<file path="src/rtl/exec_result_stage_if.sv">
// Handshake/payload bundle between the function unit, the execute result
// stage and the memory stage. Also carries the opcode encodings shared by
// the stage and anything that drives it.

`ifndef EXEC_OPCODES_DEFINED
`define EXEC_OPCODES_DEFINED
`define ADD 7'h01
`define SUB 7'h02
`define ADI 7'h03
`define SBI 7'h04
`define AIU 7'h05
`define SIU 7'h06
`define SLT 7'h07
`define AND 7'h08
`define BZ  7'h10
`define BNZ 7'h11
`endif

interface exec_result_stage_if #(
  parameter int DATA_W = 32,
  parameter int OP_W   = 7,
  parameter int REG_AW = 5
);
  logic              in_valid;
  logic              in_ready;
  logic [OP_W-1:0]   in_opcode;
  logic [REG_AW-1:0] in_dest;
  logic              in_wen;
  logic [DATA_W-1:0] in_result;
  logic              in_carry;
  logic              in_overflow;
  logic              in_negative;
  logic              in_zero;
  logic              out_valid;
  logic              out_ready;
  logic [OP_W-1:0]   out_opcode;
  logic [REG_AW-1:0] out_dest;
  logic              out_wen;
  logic [DATA_W-1:0] out_result;
  logic [3:0]        out_flags;

  // Upstream producer / downstream consumer side (drives the stage)
  modport master (
    output in_valid, in_opcode, in_dest, in_wen, in_result,
           in_carry, in_overflow, in_negative, in_zero, out_ready,
    input  in_ready, out_valid, out_opcode, out_dest, out_wen,
           out_result, out_flags
  );

  // The stage itself
  modport slave (
    input  in_valid, in_opcode, in_dest, in_wen, in_result,
           in_carry, in_overflow, in_negative, in_zero, out_ready,
    output in_ready, out_valid, out_opcode, out_dest, out_wen,
           out_result, out_flags
  );
endinterface

</file>
<file path="src/rtl/exec_result_stage.sv">
// Execute-to-memory stage: 2-entry skid buffer holding the FU result, flags
// and instruction fields. Finalises SLT, tracks architectural status flags
// and resolves BZ/BNZ into a one-cycle branch_taken pulse. Flags are {V,C,N,Z}.

module exec_result_stage #(
  parameter int DATA_W = 32,
  parameter int OP_W   = 7,
  parameter int REG_AW = 5
) (
  input  logic                clk,
  input  logic                rst_n,
  exec_result_stage_if.slave  bus,
  input  logic                flush,
  output logic [3:0]          status_flags,
  output logic                branch_taken,
  output logic [1:0]          occupancy
);

  typedef struct packed {
    logic [OP_W-1:0]   opcode;
    logic [REG_AW-1:0] dest;
    logic              wen;
    logic [DATA_W-1:0] result;
    logic [3:0]        flags;
  } entry_t;

  // head_q is always the entry presented downstream; tail_q only matters at occupancy 2
  entry_t     head_q, head_d;
  entry_t     tail_q, tail_d;
  logic [1:0] occ_q, occ_d;
  logic       in_ready_q, in_ready_d;
  logic [3:0] status_q, status_d;
  logic       branch_q, branch_d;

  logic   push;
  logic   pop;
  entry_t new_e;

  // SLT turns the FU compare into a 0/1 result; Z must then describe that value
  function automatic entry_t capture(
    input logic [OP_W-1:0]   op,
    input logic [REG_AW-1:0] dest,
    input logic              wen,
    input logic [DATA_W-1:0] res,
    input logic              c,
    input logic              v,
    input logic              n,
    input logic              z
  );
    entry_t e;
    logic   lt;
    e.opcode = op;
    e.dest   = dest;
    e.wen    = wen;
    if (op == `SLT) begin
      lt       = n ^ v;
      e.result = {{(DATA_W-1){1'b0}}, lt};
      e.flags  = {v, c, n, ~lt};
    end else begin
      e.result = res;
      e.flags  = {v, c, n, z};
    end
    return e;
  endfunction

  function automatic logic sets_flags(input logic [OP_W-1:0] op);
    return (op == `ADD) || (op == `SUB) || (op == `ADI) || (op == `SBI) ||
           (op == `AIU) || (op == `SIU) || (op == `SLT);
  endfunction

  function automatic logic is_branch(input logic [OP_W-1:0] op);
    return (op == `BZ) || (op == `BNZ);
  endfunction

  // Next-state for buffer contents, occupancy, status flags and branch pulse
  always_comb begin
    push  = bus.in_valid & in_ready_q & ~flush;
    pop   = (occ_q != 2'd0) & bus.out_ready;
    new_e = capture(bus.in_opcode, bus.in_dest, bus.in_wen, bus.in_result,
                    bus.in_carry, bus.in_overflow, bus.in_negative, bus.in_zero);

    head_d   = head_q;
    tail_d   = tail_q;
    occ_d    = occ_q;
    status_d = status_q;
    branch_d = pop & is_branch(head_q.opcode) & head_q.result[0];

    // A pop completes even in a flush cycle, so its side effects still land
    if (pop && sets_flags(head_q.opcode)) begin
      status_d = head_q.flags;
    end

    if (flush) begin
      occ_d  = 2'd0;
      head_d = '0;
      tail_d = '0;
    end else begin
      case (occ_q)
        2'd0: begin
          if (push) begin
            head_d = new_e;
            occ_d  = 2'd1;
          end
        end
        2'd1: begin
          if (push && pop) begin
            head_d = new_e;
          end else if (push) begin
            tail_d = new_e;
            occ_d  = 2'd2;
          end else if (pop) begin
            occ_d  = 2'd0;
          end
        end
        default: begin
          // Full: in_ready is low so only a pop can happen
          if (pop) begin
            head_d = tail_q;
            occ_d  = 2'd1;
          end
        end
      endcase
    end

    // Registered ready derived from next occupancy keeps out_ready off the in_ready path
    in_ready_d = (occ_d != 2'd2);
  end

  // State registers; reset empties the buffer and clears every payload
  always_ff @(posedge clk or negedge rst_n) begin
    if (!rst_n) begin
      head_q     <= '0;
      tail_q     <= '0;
      occ_q      <= 2'd0;
      in_ready_q <= 1'b1;
      status_q   <= 4'd0;
      branch_q   <= 1'b0;
    end else begin
      head_q     <= head_d;
      tail_q     <= tail_d;
      occ_q      <= occ_d;
      in_ready_q <= in_ready_d;
      status_q   <= status_d;
      branch_q   <= branch_d;
    end
  end

  assign bus.in_ready   = in_ready_q;
  assign bus.out_valid  = (occ_q != 2'd0);
  assign bus.out_opcode = head_q.opcode;
  assign bus.out_dest   = head_q.dest;
  assign bus.out_wen    = head_q.wen;
  assign bus.out_result = head_q.result;
  assign bus.out_flags  = head_q.flags;
  assign status_flags   = status_q;
  assign branch_taken   = branch_q;
  assign occupancy      = occ_q;

endmodule

</file>
<file path="src/flat_wrapper.sv">
// flat-port wrapper written by rule: the top's interface ports become plain ports
module exec_result_stage_flat 
#(
  parameter int DATA_W = 32,
  parameter int OP_W   = 7,
  parameter int REG_AW = 5
)
  (clk, rst_n, flush, status_flags, branch_taken, occupancy, bus_in_valid, bus_in_opcode, bus_in_dest, bus_in_wen, bus_in_result, bus_in_carry, bus_in_overflow, bus_in_negative, bus_in_zero, bus_out_ready, bus_in_ready, bus_out_valid, bus_out_opcode, bus_out_dest, bus_out_wen, bus_out_result, bus_out_flags);
  exec_result_stage_if #(.DATA_W(DATA_W), .OP_W(OP_W), .REG_AW(REG_AW)) bus_i ();
  input  logic clk;
  input  logic rst_n;
  input  logic flush;
  output logic [3:0] status_flags;
  output logic branch_taken;
  output logic [1:0] occupancy;
  input wire logic [$bits(bus_i.in_valid)-1:0] bus_in_valid;
  input wire logic [$bits(bus_i.in_opcode)-1:0] bus_in_opcode;
  input wire logic [$bits(bus_i.in_dest)-1:0] bus_in_dest;
  input wire logic [$bits(bus_i.in_wen)-1:0] bus_in_wen;
  input wire logic [$bits(bus_i.in_result)-1:0] bus_in_result;
  input wire logic [$bits(bus_i.in_carry)-1:0] bus_in_carry;
  input wire logic [$bits(bus_i.in_overflow)-1:0] bus_in_overflow;
  input wire logic [$bits(bus_i.in_negative)-1:0] bus_in_negative;
  input wire logic [$bits(bus_i.in_zero)-1:0] bus_in_zero;
  input wire logic [$bits(bus_i.out_ready)-1:0] bus_out_ready;
  output wire logic [$bits(bus_i.in_ready)-1:0] bus_in_ready;
  output wire logic [$bits(bus_i.out_valid)-1:0] bus_out_valid;
  output wire logic [$bits(bus_i.out_opcode)-1:0] bus_out_opcode;
  output wire logic [$bits(bus_i.out_dest)-1:0] bus_out_dest;
  output wire logic [$bits(bus_i.out_wen)-1:0] bus_out_wen;
  output wire logic [$bits(bus_i.out_result)-1:0] bus_out_result;
  output wire logic [$bits(bus_i.out_flags)-1:0] bus_out_flags;
  assign bus_i.in_valid = bus_in_valid;
  assign bus_i.in_opcode = bus_in_opcode;
  assign bus_i.in_dest = bus_in_dest;
  assign bus_i.in_wen = bus_in_wen;
  assign bus_i.in_result = bus_in_result;
  assign bus_i.in_carry = bus_in_carry;
  assign bus_i.in_overflow = bus_in_overflow;
  assign bus_i.in_negative = bus_in_negative;
  assign bus_i.in_zero = bus_in_zero;
  assign bus_i.out_ready = bus_out_ready;
  assign bus_in_ready = bus_i.in_ready;
  assign bus_out_valid = bus_i.out_valid;
  assign bus_out_opcode = bus_i.out_opcode;
  assign bus_out_dest = bus_i.out_dest;
  assign bus_out_wen = bus_i.out_wen;
  assign bus_out_result = bus_i.out_result;
  assign bus_out_flags = bus_i.out_flags;
  exec_result_stage #(.DATA_W(DATA_W), .OP_W(OP_W), .REG_AW(REG_AW)) u_core (.clk(clk), .rst_n(rst_n), .bus(bus_i), .flush(flush), .status_flags(status_flags), .branch_taken(branch_taken), .occupancy(occupancy));
endmodule
</file>
<file path="config.mk">
export PLATFORM = sky130hd
export DESIGN_NAME = exec_result_stage_flat
export DESIGN_NICKNAME = d
export VERILOG_FILES = /design/src/rtl/exec_result_stage_if.sv /design/src/rtl/exec_result_stage.sv /design/src/flat_wrapper.sv
export SDC_FILE = /design/constraint.sdc
export NUM_CORES = 1
export LEC_CHECK = 0
export CORE_MARGIN = 1.5
export CORE_UTILIZATION = 44
export DETAILED_ROUTE_END_ITERATION = 16
export PLACE_DENSITY_LB_ADDON = 0.2
export SYNTH_ARGS = -nofsm -noshare
export SYNTH_HDL_FRONTEND = slang
export SYNTH_SLANG_ARGS = --single-unit
</file>
<file path="constraint.sdc">
create_clock -name clk -period 2.49 [get_ports clk]
set_input_delay 0.498 -clock clk [delete_from_list [all_inputs] [get_ports clk]]
set_output_delay 0.498 -clock clk [all_outputs]
set_load 0.02 [all_outputs]
</file>
==> results of run 1 <==
sequential cells by signal, summed over array words and instances (netlist names):
register,count
u_core.tail_q,49
u_core.bus.out_opcode,7
u_core.branch_taken,1
u_core.occupancy,2
u_core.bus.out_flags,4
u_core.status_flags,4
u_core.bus.in_ready,1
u_core.bus.out_result,32
u_core.bus.out_dest,5
u_core.bus.out_wen,1
worst paths after layout:
kind	depth (start not counted)	end	slack, ns
worst max-delay path	3	bus_out_valid	0.28
worst min-delay path	1	u_core.status_flags[0]	0.02
worst max register to register	4	u_core.bus.out_result[30]	0.52
worst min register to register	2	u_core.bus.out_dest[3]	0.48
max in group asynchronous	2	u_core.bus.out_opcode[3]	1.80
min in group clk	2	u_core.bus.out_dest[3]	0.48
worst max-delay path, stage by stage, from the launching register on:
cell and delay, ns:
dfrtp_1 0.50, nor2_2 0.25, inv_1 0.07, clkdlybuf4s50_1 0.54
routing by layer:
layer | up-vias | routed length, µm
li1 | 1818 | -
met3 | 5 | 619
met4 | 0 | 54
met5 | - | 0
met1 | 1851 | 5320
met2 | 97 | 5260
cell families (layout without fill, tap and decap cells):
family | count (synthesis) | after routing
DFF | 106 | 106
xor gates and xnor gates | 1 | 1
buffers and inverters | 36 | 147
and+or+nand+nor | 185 | 185
AOI/OAI and AO/OA | 95 | 95
muxes | 37 | 37
stage by stage:
step	setup slack [ns]	utilization	hold slack [ns]	instance area, µm²	total power, W
after floorplan	0.892	-	0.202	4830	0.00251
after detailed placement	0.0766	0.567	0.425	6110	0.00300
after global routing	0.202	0.583	0.0123	6290	0.00414
final	0.280	0.583	0.0215	6290	0.00393
after global placement	0.158	0.567	0.419	6110	0.00298
after CTS	0.257	0.583	0.0175	6290	0.00398
layout make-up:
class / count / area, µm²
clock buffers: 11 / 141
clock inverters: 5 / 37.5
fillers: 986 / 4500
inverters: 3 / 11.3
multi-input cells: 318 / 2000
flip-flops and latches: 106 / 2650
well taps: 140 / 175
repair buffers: 128 / 1270
Yosys cell counts, drive strengths merged:
| master | number | share of area |
|---|---|---|
| and4b | 1 | 0.0021 |
| o31ai | 16 | 0.025 |
| a21oi | 7 | 0.0088 |
| dfstp | 1 | 0.0054 |
| and2 | 2 | 0.0031 |
| o32a | 1 | 0.0023 |
| nor3 | 36 | 0.038 |
| clkbuf | 10 | 0.0078 |
| o32ai | 1 | 0.0057 |
| o22ai | 1 | 0.0013 |
| nand2 | 86 | 0.067 |
| xor2 | 1 | 0.0018 |
| nor4b | 1 | 0.0031 |
| nand3 | 1 | 0.0010 |
| nor2 | 53 | 0.046 |
| a211oi | 33 | 0.081 |
| buf | 23 | 0.028 |
| clkinv | 1 | 0.00078 |
| mux2i | 33 | 0.068 |
| nand4b | 1 | 0.0049 |
| mux2 | 4 | 0.0093 |
| nand2b | 1 | 0.0013 |
| dfrtp | 105 | 0.54 |
| inv | 2 | 0.0016 |
| or3 | 1 | 0.0013 |
| or2 | 1 | 0.0013 |
| nor4 | 1 | 0.0013 |
| o211ai | 1 | 0.0016 |
| o21a | 1 | 0.0016 |
| o21ai | 34 | 0.035 |
report_power, final:
group          internal, W  total [W]  switching, W
Sequential         0.00189    0.00200      0.000109
Clock             0.000398   0.000977      0.000579
Combinational     0.000458   0.000955      0.000497
Total              0.00275    0.00393       0.00119
==> results.tsv, run 1 <==
stage	metric	value	unit
grt	met1_usage	0.293	
detailed_routing	drt_iter0_drc	151	
placement	portBuffers	111	
sta	setup_viol	0	
logic_synthesis	synth_area_per_cell	10.5	µm²
placement	finalWeightedCongestion	0.753	
sta	finalCritPeriodShare	0.887	
grt	grt-busiest-layer	met2	
sta	clock.fmax	453	MHz
grt	use_met2	0.323	
cts	cts_tree	yes	
sta	fin_setup_tns	0	ns
final_layout	area_delta_synth_final	30.3	%
detailed_routing	antenna_left	0	
grt	antenna_found_initial	0	
sta	slew_headroom	0.520	
logic_synthesis	muxShareOfSynthArea	0.0777	
logic_synthesis	syn_area	0.00483	mm²
logic_synthesis	seq_area_frac_synth	0.549	
logic_synthesis	synthAdderAreaFrac	0	
grt	use_met3	0.0448	
floorplanning	core	0.0108	mm²
outcome	status	complete, no violations	
run	drv_cap	0	
sta	worst_pin_slew	0.720	ns
final_layout	antenna_cells	0	
logic_synthesis	ys_seq_elements	106	
logic_synthesis	synthCells	460	
cts	htree_num_levels	3	
grt	grt_pass1_vias	3683	
grt	grt_pass1_wl	18800	µm
floorplanning	std_cell_rows	38	
grt	grt_remaining_overflow	0	
critical_path	cp_max_fo	8	
critical_path	worstPathArrival	1.71	ns
critical_path	critical_path.startpoint_type	flop	
floorplanning	die_area	0.0116	mm²
detailed_routing	drt_wl_total	11200	µm
cts	clock_latency	0.36	ns
final_layout	finalNonFillerCells	711	
placement	dp_hpwl	7780	µm
pwr	peakVddDrop	0.278	mV
final_layout	final_nets	620	
cts	cts_max_path_buffers	2	
critical_path	crit_start	u_core.occupancy[0]	
sta	rsz0062_at_grt	false	
sta	skew	0.0155	ns
logic_synthesis	syn_nets	514	
logic_synthesis	synth_cell_types	39	
cts	cts_sinks	106	
detailed_routing	drc	0	
cts	ctsResizeCount	0	
floorplanning	die_h	108	µm
floorplanning	io_pins	112	
detailed_routing	vias	3771	
sta	period_needed	2.21	ns
cts	cts_hold_buf	0	
cts	path_clk_slew	0.10	ns
sta	final-hold-violation-count	0	
grt	gr-usage-all-layers	0.206	
critical_path	critPathRequiredTime	1.99	ns
pwr	p_leak	2.60	nW
cts	cts_root_buf	clkbuf_8	
logic_synthesis	synthSimpleGateAreaFrac	0.170	
grt	grt_start_max_net_pins	65	
critical_path	r2r_start	u_core.occupancy[1]	
detailed_routing	firstDrtPassIters	4	
floorplanning	die_x	108	µm
final_layout	drive_gt1_frac	0.138	
critical_path	critPathKind	reg2out	
pwr	p_per_area	625	mW/mm²
logic_synthesis	synth_xor_area_frac	0.00181	
detailed_routing	wl_per_cell	15.8	µm
critical_path	endpoint_kind	output pin	
logic_synthesis	synth_compound_gate_area_share	0.163	
placement	dp_cells	695	
cts	numCtsBuffers	9	
detailed_routing	viasPerCell	5.30	
final_layout	final_cell_mix	clkdlybuf4s50_1 (110), dfrtp_1 (105), nand2_1 (86)	
floorplanning	initial_utilization	0.448	
logic_synthesis	yosys_warnings	0	
logic_synthesis	synth_top_family_by_area	simple AND/OR/NAND/NOR gates	
hold_path	hold_path_class	in2async	
sta	slew_violations	0	
cts	postCtsSetupBuffers	0	
final_layout	layout_commonest_cell	clkdlybuf4s50_1	
No activity file was read; power rests on OpenSTA's default activity.
==> run 2, diff against run 1 <==
--- a/config.mk
+++ b/config.mk
@@ -6,8 +6,9 @@
 export NUM_CORES = 1
 export LEC_CHECK = 0
 export CORE_MARGIN = 1.5
-export CORE_UTILIZATION = 44
+export CORE_UTILIZATION = 30
 export DETAILED_ROUTE_END_ITERATION = 16
+export HOLD_SLACK_MARGIN = 0.02
 export PLACE_DENSITY_LB_ADDON = 0.2
 export SYNTH_ARGS = -nofsm -noshare
 export SYNTH_HDL_FRONTEND = slang
==> run 2 against run 1 <==
Total power is 13% higher. Combinational power grew 0.6%. First-iteration DRC count increased by 46%. Worst hold slack gained 0.12 ns. Non-clock buffer count grew 1. Critical endpoint unchanged. Largest power group unchanged. Highest routed layer unchanged.
==> results.tsv, run 2 (synthesis gave the netlist of run 1 again) <==
stage	metric	value	unit	change
detailed_routing	vias	3771		unchanged
final_layout	layout_commonest_cell	clkdlybuf4s50_1		
detailed_routing	wl_per_cell	15.6	µm	-1.3%
grt	grt_start_max_net_pins	48		-26%
sta	finalCritPeriodShare	0.903		+0.0159
floorplanning	die_area	0.0169	mm²	+45%
placement	dp_hpwl	8260	µm	+6.2%
detailed_routing	viasPerCell	4.79		-9.8%
cts	clock_latency	0.35	ns	about the same
cts	path_clk_slew	0.07	ns	-0.03 ns
critical_path	worstPathArrival	1.75	ns	+0.04 ns
cts	ctsResizeCount	0		unchanged
sta	slew_headroom	0.478		-0.0427
floorplanning	die_x	130	µm	+21%
critical_path	critPathRequiredTime	1.99	ns	about the same
final_layout	seqCellArea	0.00265	mm²	unchanged
pwr	p_leak	2.67	nW	+2.8%
critical_path	r2r_cells	4		unchanged
pwr	p_per_area	677	mW/mm²	+8.4%
cts	cts_tree	yes		
pwr	switchingPower	0.00126	W	+6.6%
detailed_routing	drt_iter0_drc	220		+46%
grt	antenna_found_initial	0		unchanged
run	drv_cap	0		unchanged
sta	final-hold-violation-count	0		unchanged
hold_path	hold_path_class	in2async		
cts	numCtsBuffers	9		unchanged
sta	fin_setup_tns	0	ns	unchanged
sta	period_needed	2.25	ns	+0.0395 ns
final_layout	fillers	1543		+56%
final_layout	largest_register_ff_count	49		unchanged
detailed_routing	drt_wl_total	12300	µm	+9.4%
floorplanning	die_h	130	µm	+21%
floorplanning	io_pins	112		unchanged
critical_path	crit_family	buffers and inverters		
sta	clock.fmax	445	MHz	-1.8%
final_layout	antenna_cells	0		unchanged
critical_path	r2r_end	u_core.bus.out_result[21]		
sta	worst_pin_slew	0.784	ns	+0.0641 ns
critical_path	cpPeakStageDelay	0.55	ns	about the same
sta	slew_violations	0		unchanged
pwr	power_frac_comb	0.217		-0.026
final_layout	area_delta_synth_final	35.3	%	
detailed_routing	antenna_left	0		unchanged
pwr	intPower	0.00316	W	+15%
cts	cts_sinks	106		unchanged
floorplanning	initial_utilization	0.305		-0.142
critical_path	endpoint_kind	output pin		
detailed_routing	drc	0		unchanged
cts	htree_num_levels	3		unchanged
grt	grt_pass1_wl	20300	µm	+8.2%
placement	finalWeightedCongestion	0.754		about the same
final_layout	top_register	u_core.tail_q		
grt	grt_pass1_vias	3944		+7.1%
critical_path	worst_path_max_delay_cell	clkdlybuf4s50_1		
pwr	switching_share	0.286		-0.0159
final_layout	final_nets	621		+0.16%
final_layout	final_cell_mix	clkdlybuf4s50_1 (110), dfrtp_1 (105), nand2_1 (86)		
pwr	p_total	0.00443	W	+13%
critical_path	crit_buf_inv	2		unchanged
critical_path	r2r_start	u_core.occupancy[1]		
cts	cts_root_buf	clkbuf_16		
cts	postCtsSetupBuffers	0		unchanged
grt	grt_remaining_overflow	0		unchanged
cts	cts_hold_buf	0		unchanged
final_layout	multi_input_area	0.00201	mm²	+0.63%
pwr	peakVddDrop	0.339	mV	+22%
critical_path	path_cells	nor2_2 -> inv_1 -> clkdlybuf4s50_1		
critical_path	critPathKind	reg2out		
sta	setup_viol	0		unchanged
critical_path	cp_max_fo	8		unchanged
cts	cts_max_path_buffers	2		unchanged
floorplanning	std_cell_rows	46		+21%
critical_path	rrSetupSlack	0.52	ns	about the same
outcome	status	complete, no violations		
sta	skew	0.00709	ns	-0.00843 ns
final_layout	drive_gt1_frac	0.142		+0.00325
grt	gr-usage-all-layers	0.156		-0.0503
pwr	clockPowerShare	0.330		+0.081
detailed_routing	firstDrtPassIters	4		unchanged
placement	portBuffers	111		unchanged
pwr	power_frac_seq	0.453		-0.056
floorplanning	core	0.0158	mm²	+47%
critical_path	critical_path.startpoint_type	flop		
sta	rsz0062_at_grt	false		
-- run 2: changes by cell type in the layout (fill, tap and decap cells not counted), sizes merged --
| cell | previous run | this run |
|---|---|---|
| clkbuf | 11 | 10 |
| inv | 4 | 3 |
| bufinv | 0 | 1 |
| clkinvlp | 2 | 1 |
| buf | 18 | 19 |
| clkinv | 2 | 4 |
-- run 2: final cells by class --
class,instances,share of cell area
clock inverters,6,0.00996
flip-flops and latches,106,0.406
clock buffers,10,0.0366
well taps,216,0.0414
multi-input cells,318,0.308
inverters,3,0.00172
repair buffers,129,0.196
-- run 2: worst max-delay path by stage --
stage	startpoint	end	cells past startpoint
2_1_floorplan	u_core.bus.out_opcode[3]	u_core.status_flags[0]	4
3_3_place_gp	flush	u_core.bus.out_flags[0]	5
3_5_place_dp	bus_in_valid	u_core.bus.out_result[21]	5
4_1_cts	u_core.occupancy[0]	bus_out_valid	3
5_1_grt	u_core.occupancy[0]	bus_out_valid	3
6_report	u_core.occupancy[0]	bus_out_valid	3
-- run 2: stage by stage --
stage          utilization  instances  setup slack (ns)  instance area [µm²]  hold WS [ns]
6_report             0.413        788             0.241                 6530         0.143
2_1_floorplan            -        460             0.892                 4830         0.202
3_3_place_gp         0.394        772             0.135                 6230         0.463
5_1_grt              0.413        788             0.138                 6530         0.195
4_1_cts              0.413        788             0.230                 6530         0.170
3_5_place_dp         0.394        772            0.0412                 6230         0.471
-- run 2: worst register-to-register path, cell delays in order, from the launching register on --
cell and delay (ns):
dfrtp_1 0.48, buf_4 0.30, o32a_2 0.71, nor2_1 0.16, a211oi_2 0.24
-- run 2: metal layers --
metal  up-vias  track usage  part of all wire
met1      1871        0.199              0.47
met4         0       0.0601             0.016
li1       1812            -                 -
met5         -            0                 0
met2        77        0.264              0.47
met3        11       0.0267             0.042
-- run 2: power groups by stage --
stage	Clock (W)	Sequential, W	Combinational [W]
global placement	0	0.00203	0.000956
global route	0.00158	0.00203	0.00104
CTS	0.00151	0.00201	0.000976
detailed placement	0	0.00204	0.000974
finish	0.00146	0.00200	0.000961
floorplan	0	0.00216	0.000348
